[src/rtl/jtopl_eg_pkg.sv]
// Shared constants and helpers for the OPL envelope-generator stepper:
// step patterns, rate clamp values and slot/counter width helpers.
package jtopl_eg_pkg;

  typedef logic [5:0] rate_t;
  typedef logic [7:0] pattern_t;

  // Patterns for rates 48..63 (rate[5:4]==3), indexed by rate[1:0]
  localparam pattern_t PAT_HI_0 = 8'h00;
  localparam pattern_t PAT_HI_1 = 8'h88;
  localparam pattern_t PAT_HI_2 = 8'hAA;
  localparam pattern_t PAT_HI_3 = 8'hEE;
  localparam pattern_t PAT_LO_0 = 8'hAA;
  localparam pattern_t PAT_LO_1 = 8'hEA;
  localparam pattern_t PAT_LO_2 = 8'hEE;
  localparam pattern_t PAT_LO_3 = 8'hFE;
  localparam pattern_t PAT_ALL  = 8'hFF;

  localparam logic [6:0] RATE_CLAMP_TH = 7'd60;
  localparam rate_t      RATE_MAX      = 6'd63;

  // Highest counter-select value that still picks a full 3-bit window
  function automatic int cnt_sel_max(input int cntw);
    return cntw - 3;
  endfunction

  function automatic int last_slot(input int slots);
    return slots - 1;
  endfunction

endpackage

[src/rtl/jtopl_eg_stepper_if.sv]
// Per-slot input/output bundle of the envelope stepper.
interface jtopl_eg_stepper_if #(
  parameter int CNTW  = 15,
  parameter int SLOTW = 6
);
  logic             cen;
  logic             attack;
  logic [4:0]       base_rate;
  logic [3:0]       keycode;
  logic             ks;
  logic [SLOTW-1:0] slot;
  logic [CNTW-1:0]  eg_cnt;
  logic             step;
  logic [5:0]       rate;
  logic             sum_up;
  logic             sweep_end;

  modport master (
    output cen, attack, base_rate, keycode, ks,
    input  slot, eg_cnt, step, rate, sum_up, sweep_end
  );

  modport slave (
    input  cen, attack, base_rate, keycode, ks,
    output slot, eg_cnt, step, rate, sum_up, sweep_end
  );
endinterface

[src/rtl/jtopl_eg_rate.sv]
// Combinational effective-rate, counter-window and step-pattern selection
// for the slot currently presented to the stepper.
module jtopl_eg_rate
  import jtopl_eg_pkg::*;
#(
  parameter int CNTW = 15
) (
  input  logic            i_attack,
  input  logic [4:0]      i_base_rate,
  input  logic [3:0]      i_keycode,
  input  logic            i_ks,
  input  logic [CNTW-1:0] i_eg_cnt,
  output rate_t           o_rate,
  output logic            o_step,
  output logic            o_cnt0
);

  localparam logic [4:0] SEL_MAX = 5'(cnt_sel_max(CNTW));

  logic [6:0] w_kc_add;
  logic [6:0] w_pre_rate;
  rate_t      w_rate;
  logic [4:0] w_sel;
  logic [2:0] w_cnt;
  pattern_t   w_pattern;
  logic       w_step;

  // Key-scaled rate, clamped to 63 at the top end
  always_comb begin
    w_kc_add = i_ks ? {3'b000, i_keycode} : {5'b00000, i_keycode[3:2]};
    if (i_base_rate == 5'd0) begin
      w_pre_rate = 7'd0;
    end else begin
      w_pre_rate = {1'b0, i_base_rate, 1'b0} + w_kc_add;
    end
    if (w_pre_rate >= RATE_CLAMP_TH) begin
      w_rate = RATE_MAX;
    end else begin
      w_rate = w_pre_rate[5:0];
    end
  end

  // Faster rates look at lower counter bits; attack runs one octave faster
  always_comb begin
    w_sel = i_attack ? ({1'b0, w_rate[5:2]} + 5'd1) : {1'b0, w_rate[5:2]};
    if (w_sel <= SEL_MAX) begin
      w_cnt = 3'(i_eg_cnt >> (SEL_MAX - w_sel));
    end else begin
      w_cnt = i_eg_cnt[2:0];
    end
  end

  // Step pattern lookup
  always_comb begin
    w_pattern = PAT_LO_0;
    if (w_rate[5:4] == 2'b11) begin
      if ((w_rate[5:2] == 4'd15) && i_attack) begin
        w_pattern = PAT_ALL;
      end else begin
        case (w_rate[1:0])
          2'd0:    w_pattern = PAT_HI_0;
          2'd1:    w_pattern = PAT_HI_1;
          2'd2:    w_pattern = PAT_HI_2;
          2'd3:    w_pattern = PAT_HI_3;
          default: w_pattern = PAT_HI_0;
        endcase
      end
    end else begin
      if ((w_rate[5:2] == 4'd0) && !i_attack) begin
        w_pattern = PAT_LO_3;
      end else begin
        case (w_rate[1:0])
          2'd0:    w_pattern = PAT_LO_0;
          2'd1:    w_pattern = PAT_LO_1;
          2'd2:    w_pattern = PAT_LO_2;
          2'd3:    w_pattern = PAT_LO_3;
          default: w_pattern = PAT_LO_0;
        endcase
      end
    end
  end

  // Rates 0 and 1 never step
  always_comb begin
    if (w_rate[5:1] == 5'd0) begin
      w_step = 1'b0;
    end else begin
      w_step = w_pattern[w_cnt];
    end
  end

  assign o_rate = w_rate;
  assign o_step = w_step;
  assign o_cnt0 = w_cnt[0];

endmodule

[src/rtl/jtopl_eg_stepper.sv]
// Time-multiplexed envelope stepper: slot/envelope counters, per-slot phase
// store and the registered one-cen-latency result stage.
module jtopl_eg_stepper
  import jtopl_eg_pkg::*;
#(
  parameter int SLOTS = 18,
  parameter int CNTW  = 15,
  parameter int SLOTW = 6
) (
  input logic               clk,
  input logic               rst_n,
  jtopl_eg_stepper_if.slave bus
);

  localparam logic [SLOTW-1:0] LAST_SLOT     = SLOTW'(last_slot(SLOTS));
  localparam logic             SWEEP_END_RST = (SLOTS == 1) ? 1'b1 : 1'b0;

  logic [SLOTW-1:0] r_in_slot;
  logic [CNTW-1:0]  r_eg_cnt;
  logic [SLOTS-1:0] r_store;
  logic [SLOTW-1:0] r_slot;
  rate_t            r_rate;
  logic             r_step;
  logic             r_sum_up;
  logic             r_sweep_end;

  rate_t w_rate;
  logic  w_step;
  logic  w_cnt0;
  logic  w_last;
  logic  w_stored;

  jtopl_eg_rate #(.CNTW(CNTW)) u_rate (
    .i_attack    (bus.attack),
    .i_base_rate (bus.base_rate),
    .i_keycode   (bus.keycode),
    .i_ks        (bus.ks),
    .i_eg_cnt    (r_eg_cnt),
    .o_rate      (w_rate),
    .o_step      (w_step),
    .o_cnt0      (w_cnt0)
  );

  assign w_last = (r_in_slot == LAST_SLOT);

  // Read this slot's phase bit from the previous sweep
  always_comb begin
    w_stored = 1'b0;
    for (int i = 0; i < SLOTS; i++) begin
      w_stored = w_stored | (r_store[i] & (r_in_slot == SLOTW'(i)));
    end
  end

  // Input slot counter and global envelope counter (bumped once per sweep)
  always_ff @(posedge clk or negedge rst_n) begin
    if (!rst_n) begin
      r_in_slot <= '0;
      r_eg_cnt  <= '0;
    end else if (bus.cen) begin
      if (w_last) begin
        r_in_slot <= '0;
        r_eg_cnt  <= r_eg_cnt + CNTW'(1'b1);
      end else begin
        r_in_slot <= r_in_slot + SLOTW'(1'b1);
      end
    end
  end

  // Per-slot phase store
  always_ff @(posedge clk or negedge rst_n) begin
    if (!rst_n) begin
      r_store <= '0;
    end else if (bus.cen) begin
      for (int i = 0; i < SLOTS; i++) begin
        if (r_in_slot == SLOTW'(i)) begin
          r_store[i] <= w_cnt0;
        end
      end
    end
  end

  // Output stage, tagged with the slot the inputs belonged to
  always_ff @(posedge clk or negedge rst_n) begin
    if (!rst_n) begin
      r_slot      <= '0;
      r_rate      <= '0;
      r_step      <= 1'b0;
      r_sum_up    <= 1'b0;
      r_sweep_end <= SWEEP_END_RST;
    end else if (bus.cen) begin
      r_slot      <= r_in_slot;
      r_rate      <= w_rate;
      r_step      <= w_step;
      r_sum_up    <= w_cnt0 ^ w_stored;
      r_sweep_end <= w_last;
    end
  end

  assign bus.slot      = r_slot;
  assign bus.eg_cnt    = r_eg_cnt;
  assign bus.step      = r_step;
  assign bus.rate      = r_rate;
  assign bus.sum_up    = r_sum_up;
  assign bus.sweep_end = r_sweep_end;

endmodule

[src/flat_wrapper.sv]
// flat-port wrapper written by rule: the top's interface ports become plain ports
module jtopl_eg_stepper_flat import jtopl_eg_pkg::*;
#(
  parameter int SLOTS = 18,
  parameter int CNTW  = 15,
  parameter int SLOTW = 6
)
  (clk, rst_n, bus_cen, bus_attack, bus_base_rate, bus_keycode, bus_ks, bus_slot, bus_eg_cnt, bus_step, bus_rate, bus_sum_up, bus_sweep_end);
  jtopl_eg_stepper_if #(.CNTW(CNTW), .SLOTW(SLOTW)) bus_i ();
  input logic clk;
  input logic rst_n;
  input wire logic [$bits(bus_i.cen)-1:0] bus_cen;
  input wire logic [$bits(bus_i.attack)-1:0] bus_attack;
  input wire logic [$bits(bus_i.base_rate)-1:0] bus_base_rate;
  input wire logic [$bits(bus_i.keycode)-1:0] bus_keycode;
  input wire logic [$bits(bus_i.ks)-1:0] bus_ks;
  output wire logic [$bits(bus_i.slot)-1:0] bus_slot;
  output wire logic [$bits(bus_i.eg_cnt)-1:0] bus_eg_cnt;
  output wire logic [$bits(bus_i.step)-1:0] bus_step;
  output wire logic [$bits(bus_i.rate)-1:0] bus_rate;
  output wire logic [$bits(bus_i.sum_up)-1:0] bus_sum_up;
  output wire logic [$bits(bus_i.sweep_end)-1:0] bus_sweep_end;
  assign bus_i.cen = bus_cen;
  assign bus_i.attack = bus_attack;
  assign bus_i.base_rate = bus_base_rate;
  assign bus_i.keycode = bus_keycode;
  assign bus_i.ks = bus_ks;
  assign bus_slot = bus_i.slot;
  assign bus_eg_cnt = bus_i.eg_cnt;
  assign bus_step = bus_i.step;
  assign bus_rate = bus_i.rate;
  assign bus_sum_up = bus_i.sum_up;
  assign bus_sweep_end = bus_i.sweep_end;
  jtopl_eg_stepper #(.SLOTS(SLOTS), .CNTW(CNTW), .SLOTW(SLOTW)) u_core (.clk(clk), .rst_n(rst_n), .bus(bus_i));
endmodule
[config.mk]
export PLATFORM = sky130hd
export DESIGN_NAME = jtopl_eg_stepper_flat
export DESIGN_NICKNAME = d
export VERILOG_FILES = /design/src/rtl/jtopl_eg_pkg.sv /design/src/rtl/jtopl_eg_stepper_if.sv /design/src/rtl/jtopl_eg_rate.sv /design/src/rtl/jtopl_eg_stepper.sv /design/src/flat_wrapper.sv
export SDC_FILE = /design/constraint.sdc
export NUM_CORES = 1
export LEC_CHECK = 0
export ABC_AREA = 1
export BUFFER_PORTS_ARGS = -buffer_cell sky130_fd_sc_hd__buf_2
export CAP_MARGIN = 20
export CORE_MARGIN = 1
export CORE_UTILIZATION = 31
export CTS_BUF_LIST = sky130_fd_sc_hd__clkbuf_8
export DETAILED_ROUTE_END_ITERATION = 8
export SLEW_MARGIN = 20
export SYNTH_ARGS = -nofsm -noshare
export SYNTH_HDL_FRONTEND = slang
export SYNTH_SLANG_ARGS = --single-unit
export TNS_END_PERCENT = 30
[constraint.sdc]
create_clock -name clk -period 1.8 [get_ports clk]
set_input_delay 0.09 -clock clk [delete_from_list [all_inputs] [get_ports clk]]
set_output_delay 0.09 -clock clk [all_outputs]
set_load 0.01 [all_outputs]
==> Word-level counts from Yosys, hierarchy flattened <==
Cells that the tools add are included.
{ "totals": {"mem_count": 0, "rom_bits": 0, "latch_bits": 0, "in_bits": 14, "elab_cells": 132, "ram_bits": 0, "ff_bits": 54, "out_inout_bits": 30} }
{ "op_classes": {"n_mul": 0, "mux": 14, "div": 0, "eq_ne": 22, "n_lt_le_gt_ge": 3, "addsub": 5, "bitwise": 36, "n_shift": 1, "n_reduce_logical": 26} }
{ "op_table": {"columns": ["cell", "count"], "rows": [
  ["$pmux W8 S4", 2],
  ["$eq A6 B4 Y1 const B", 8],
  ["$reduce_and A2 Y1", 18],
  ["$eq A6 B3 Y1 const B", 4],
  ["$mux W8", 3],
  ["$and A1 B1 Y1", 18],
  ["$or A1 B1 Y1", 17],
  ["$add A15 B1 Y15 const B", 1],
  ["$shr A15 B5 Y3", 1],
  ["$eq A6 B2 Y1 const B", 2],
  ["$eq A6 B5 Y1 const B", 2],
  ["$mux W6", 2],
  ["$logic_not A5 Y1", 2],
  ["$add A6 B7 Y7", 1],
  ["$ge A7 B6 Y1 const B", 1],
  ["$mux W7", 1],
  ["$add A6 B1 Y6 const B", 1],
  ["$eq A2 B2 Y1 const B", 3],
  ["$eq A6 B1 Y1 const B", 1],
  ["$logic_not A6 Y1", 1],
  ["$add A4 B1 Y5 const B", 1],
  ["$le A5 B4 Y1 const B", 1],
  ["$mux W5", 1],
  ["$sub A4 B5 Y5 const A", 1],
  ["12 further kinds", 14]
]} }

==> Logic depth before layout (Yosys ltp) <==
{ "logic_depth": {"depth_word": 20, "depth_mapped": 28} }

==> Hierarchy <==
From an unflattened synthesis, not the netlist that was laid out.
{ "hier_totals": {"hier_cells": 520, "area_unflattened_um2": 3811.2} }
{ "by_module_without_submodules": {"columns": ["module", "area_per_inst_um2", "instances", "cells_per_inst"], "rows": [
  ["jtopl_eg_stepper", 2625.0, 1, 300],
  ["jtopl_eg_rate", 1186.1, 1, 220]
]} }

==> Worst setup path before layout <==
No wires, ideal clock.
{ "synth_timing": {"kind": "input to register", "from": "input bus_ks", "to": "register u_core.r_store[15]", "setup_ns": 0.136, "t_arrival_ns": 2.835, "path_buffers": 2, "setup_slack_ns": -1.171, "cell_stages": 22, "required_time_ns": 1.664, "cell_sequence": "mux2_2 -> ha_1 -> inv_1 -> fa_1 -> inv_1 -> nand2_4 -> nand2_4 -> ha_1 -> nand2_1 -> inv_1 -> a21oi_2 -> nand2_2 -> nand2_2 -> buf_6 -> nand3_1 -> nand3_1 -> nand2_1 -> nand2_1 -> nand3_2 -> nand2_4 -> buf_8 -> a31oi_2"} }
{ "synth_between": {"elab_chain_cells": 10} }
{ "synth_lines": {"columns": ["item", "line_no", "source"], "rows": [
  ["from (decl)", "flat_wrapper.sv:16", "input wire logic [$bits(bus_i.ks)-1:0] bus_ks;"],
  ["$mux W4 (*)", "jtopl_eg_rate.sv:30", "w_kc_add = i_ks ? {3'b000, i_keycode} : {5'b00000, i_keycode[3:2]};"],
  ["$add A6 B7 Y7 (*)", "jtopl_eg_rate.sv:34", "w_pre_rate = {1'b0, i_base_rate, 1'b0} + w_kc_add;"],
  ["$mux W7 (*)", "jtopl_eg_rate.sv:31", "if (i_base_rate == 5'd0) begin"],
  ["$ge A7 B6 Y1", "jtopl_eg_rate.sv:36", "if (w_pre_rate >= RATE_CLAMP_TH) begin"],
  ["$mux W6 (*)", "jtopl_eg_rate.sv:36", null],
  ["named net u_core.u_rate.o_rate[2]", "jtopl_eg_rate.sv:13", "output rate_t o_rate,"],
  ["$add A4 B1 Y5", "jtopl_eg_rate.sv:45", "w_sel = i_attack ? ({1'b0, w_rate[5:2]} + 5'd1) : {1'b0, w_rate[5:2]};"],
  ["$mux W5 (*)", "jtopl_eg_rate.sv:45", null],
  ["$sub A4 B5 Y5", "jtopl_eg_rate.sv:47", "w_cnt = 3'(i_eg_cnt >> (SEL_MAX - w_sel));"],
  ["$shr A15 B5 Y3", "jtopl_eg_rate.sv:47", null],
  ["$mux W3 (*)", "jtopl_eg_rate.sv:46", "if (w_sel <= SEL_MAX) begin"],
  ["to (signal, indexed assignment)", "jtopl_eg_stepper.sv:76", "r_store[i] <= w_cnt0;"],
  ["to (decl)", "jtopl_eg_stepper.sv:20", "logic [SLOTS-1:0] r_store;"]
]} }
Mark *: on every way through the listed nets, which the timed path passes. The rest lies on a longest branch.
A chain may end at the register's enable or synchronous reset.

==> Final worst setup path <==
{ "layout_timing": {"from": "input bus_ks", "to": "register u_core.r_store[6]"} }
Same word-level chain as after synthesis.

==> flow_summary.yaml <==
cells_and_area:
  fin_util_pct: 45.1
  layout.cells.non_filler: 777
  ant_diodes: 0
  layout-area-overhead-vs-synth_pct: 39.7
  share_of_final_layout_standard_cells_stronger_than_drive_strength_1_pct: 38.0
  layout.cells.most_common_list: "122 x sky130_fd_sc_hd__nand2_1, 84 x sky130_fd_sc_hd__buf_4, 62 x sky130_fd_sc_hd__nand3_1, 54 x sky130_fd_sc_hd__dfrtp_1, 49 x sky130_fd_sc_hd__inv_1"
  most_common_cell_after_layout_fill_and_taps_aside: "sky130_fd_sc_hd__nand2_1"
  finish.net_count: 658
  n_fill_cell: 1155
global_routing:
  grt-ovfl-total: 0
  antenna_found_initial: 0
  grt_start_max_net_pins: 55
  grt.total_usage_pct: 16.4
  global_route_wire_length_before_repair_um: 16600
  grt_pass1_vias: 3644
synth:
  synth_area_per_cell_um2: 7.43
  ys_types: 38
  synth_nets: 527
  syn_area_um2: 3730
  number_of_synthesized_flops_with_an_enable_pin: 0
  syn-instance-count: 502
  synth_top_cells_by_area: "sky130_fd_sc_hd__dfrtp_1 36%, sky130_fd_sc_hd__nand2_1 14%, sky130_fd_sc_hd__nand3_1 9.8%"
  async_flop_share_pct: 100
  synth_top_flop_cell: "sky130_fd_sc_hd__dfrtp_1"
  ys_warn_count: 0
  synth_top_area_share_pct: 36.2
  synth.yosys.seq_area_share_pct: 36.2
  yosysTopAreaCell: "sky130_fd_sc_hd__dfrtp_1"
  ys_seq_elements: 54
floorplan:
  rows: 39
  dieArea_um2: 12500
  dieWidth_um: 112
  initial_utilization_pct: 32.3
  io_pins: 44
  core_um2: 11600
  chip_height_um: 112
status:
  violations_in_the_final_reports: "design-rule violations, negative setup slack"
  outcome: "finished with violations"
clock_tree:
  htree_num_levels: 2
  clock_tree.buffer_depth: 2
  clock_pin_transition_on_the_worst_setup_and_hold_timing_paths_ps: 110
  cts_tree: "yes"
  cts_made_buffers: 5
  cts_root_buf: "sky130_fd_sc_hd__clkbuf_8"
  clkSinkCount: 54
  clock_latency_on_the_worst_skew_pair_ps: 330
power_and_ir_drop:
  vdd.ir_drop.worst_mv: 0.483
  power.total_w: 0.00624
  cellLeakagePower_nw: 2.67
  power-per-cell-area_nw_per_um2: 1200
placed_design:
  dp_slack_ps: -1310
  hpwlAfterDp_um: 7550
  placed_cells_incl_taps: 759
  portBuffers: 43
  gpl.final_weighted_congestion: 0.825
routing:
  postRouteAntennaNets: 0
  route.detailed.vias_per_inst: 4.71
  route.layer.met1.wl_um: 4670
  first_iter_violations: 187
  postRouteWirelength_um: 9930
  topRoutingLayerUsed: "met4"
  met3RoutedLength_um: 237
  drt_pass1_iterations: 7
  via_count: 3660
  avgRoutedWirePerCell_um: 12.8
  drc: 3
  met2_wirelength_um: 4880
timing:
  final-setup-viol-count: 21
  period_needed_ps: 2590
  worstMarginPinSlew_ps: 698
  maxSlewHeadroom_pct: 53.5
  final_max_slew_viol_count: 0
  setup_slack_ps: -794
  setup_repair_after_global_routing_missed_its_margin: "yes"
  portion_of_the_clock_cycle_consumed_by_the_worst_path_in_the_final_layout_pct: 144
  setup-tns-final_ps: -15220
  final.setup_skew_ps: 3.78
  clock.fmax_ghz: 0.385
  timing.final.hold_violations: 0
worst_setup_path:
  critical_path.startpoint_type: "input pin"
  path_class: "input pin to flop"
  worst-endpoint-arrival_ps: 2850
  setup.worst_path.end_class: "flop"
  cp_data_required_time_ps: 2060
  critical_path_peak_fanout: 8
run:
  maxCapViolations: 0
hold_path:
  holdCritPathClass: "input pin to flop"
where the power goes:
group	total (W)	internal, W	switching [W]
sequential	0.00190	0.00162	0.000280
clock	0.000879	0.000425	0.000455
combinational	0.00347	0.00152	0.00195
total	0.00624	0.00356	0.00268
layer usage:
metal,vias up,GRT usage (%)
met3,10,2.67
met5,-,0
li1,1899,-
met2,41,28.5
met1,1710,20.8
met4,0,4.95
worst max-delay path: stages:
cell                        delay, ps
sky130_fd_sc_hd__buf_6            100
sky130_fd_sc_hd__mux2_4           200
sky130_fd_sc_hd__ha_4             130
sky130_fd_sc_hd__inv_2             30
sky130_fd_sc_hd__fa_2             360
sky130_fd_sc_hd__inv_2             80
sky130_fd_sc_hd__nor2_2            50
sky130_fd_sc_hd__nor2_2           140
sky130_fd_sc_hd__nand2_4           80
sky130_fd_sc_hd__nand2_4           90
sky130_fd_sc_hd__ha_4             210
sky130_fd_sc_hd__nand2_4           60
sky130_fd_sc_hd__inv_2             30
sky130_fd_sc_hd__a21oi_2          120
sky130_fd_sc_hd__nand2_2          130
sky130_fd_sc_hd__nand2_4          120
sky130_fd_sc_hd__inv_2             60
sky130_fd_sc_hd__nand2_1           70
sky130_fd_sc_hd__nand3_2           70
sky130_fd_sc_hd__nand2_1           60
sky130_fd_sc_hd__nand2_1           60
sky130_fd_sc_hd__nand3_2          100
sky130_fd_sc_hd__nand2_4          110
sky130_fd_sc_hd__clkbuf_16        190
sky130_fd_sc_hd__o21ai_4          120
cell families (layout without fill, tap and decap cells):
kind of cell / count (synthesis) / after routing / synth area share [%]
muxes: 2 / 2 / 0.604
AOI/OAI and AO/OA: 51 / 51 / 9.02
xor gates and xnor gates: 19 / 19 / 4.46
buffers and inverters: 70 / 201 / 8.22
DFF: 54 / 54 / 36.2
adders and majority gates: 11 / 11 / 3.89
and+or+nand+nor: 295 / 296 / 37.6
flip-flops by register name, indices dropped and copies added, names as in the netlist:
register              cells
u_core.bus.eg_cnt        15
u_core.bus.rate           6
u_core.bus.slot           6
u_core.bus.step           1
u_core.bus.sum_up         1
u_core.bus.sweep_end      1
u_core.r_in_slot          6
u_core.r_store           18
cell type report:
type	instances	area, um2	area share, %
clock buffer	5	68.8	1.32
clock inverter	3	48.8	0.937
inverter	59	221	4.25
multi-input combinational	379	2370	45.5
sequential	54	1350	25.9
tap	143	179	3.43
timing repair buffer	134	970	18.6
repair_timing:
item | CTS | global route
cloned | 1 | 1
gates resized for setup | 43 | 27
pin swaps | 16 | 9
endpoints found under the setup margin | 23 | 30
setup buffers | 7 | 1
hold buffers | 1 | 0
hold endpoints to repair | 54 | 0
stage by stage:
step                hold slack [ps]  instance area, um2
global placement                262                4740
finish                          214                5210
floorplan                      -206                3770
CTS                             203                5060
global route                    229                5210
detailed placement              273                4740
cells in the mapped netlist (2+ instances only):
| library cell | instances |
|---|---|
| sky130_fd_sc_hd__xnor2_1 | 2 |
| sky130_fd_sc_hd__nand4_1 | 6 |
| sky130_fd_sc_hd__xor2_1 | 17 |
| sky130_fd_sc_hd__o21ai_1 | 6 |
| sky130_fd_sc_hd__nand2_1 | 136 |
| sky130_fd_sc_hd__buf_8 | 3 |
| sky130_fd_sc_hd__nand3_1 | 73 |
| sky130_fd_sc_hd__nand3_4 | 2 |
| sky130_fd_sc_hd__nand2_2 | 10 |
| sky130_fd_sc_hd__a21oi_2 | 6 |
| sky130_fd_sc_hd__nand3_2 | 3 |
| sky130_fd_sc_hd__clkbuf_1 | 5 |
| sky130_fd_sc_hd__buf_2 | 2 |
| sky130_fd_sc_hd__nand2_4 | 7 |
| sky130_fd_sc_hd__o21ai_0 | 19 |
| sky130_fd_sc_hd__nor3_1 | 15 |
| sky130_fd_sc_hd__nor2_1 | 37 |
| sky130_fd_sc_hd__nor2_2 | 2 |
| sky130_fd_sc_hd__o21a_1 | 2 |
| sky130_fd_sc_hd__a21oi_1 | 5 |
| sky130_fd_sc_hd__o21ai_2 | 6 |
| sky130_fd_sc_hd__o2111ai_1 | 2 |
| sky130_fd_sc_hd__inv_1 | 57 |
| sky130_fd_sc_hd__mux2_2 | 2 |
| sky130_fd_sc_hd__ha_1 | 10 |
| sky130_fd_sc_hd__inv_2 | 2 |
| sky130_fd_sc_hd__dfrtp_1 | 54 |
worst paths after layout:
path / startpoint / end / slack (ps) / cells past startpoint
min in group asynchronous: rst_n / u_core.bus.eg_cnt[10] / 400 / 3
min reg2reg: u_core.bus.sweep_end / u_core.bus.sweep_end / 480 / 2
max: bus_ks / u_core.r_store[6] / -790 / 25
min: bus_cen / u_core.bus.rate[4] / 210 / 3
max in group asynchronous: rst_n / u_core.bus.rate[4] / 920 / 3
max reg2reg: u_core.r_in_slot[5] / u_core.r_store[1] / -20 / 8
No activity file was read; power rests on OpenSTA's default activity.
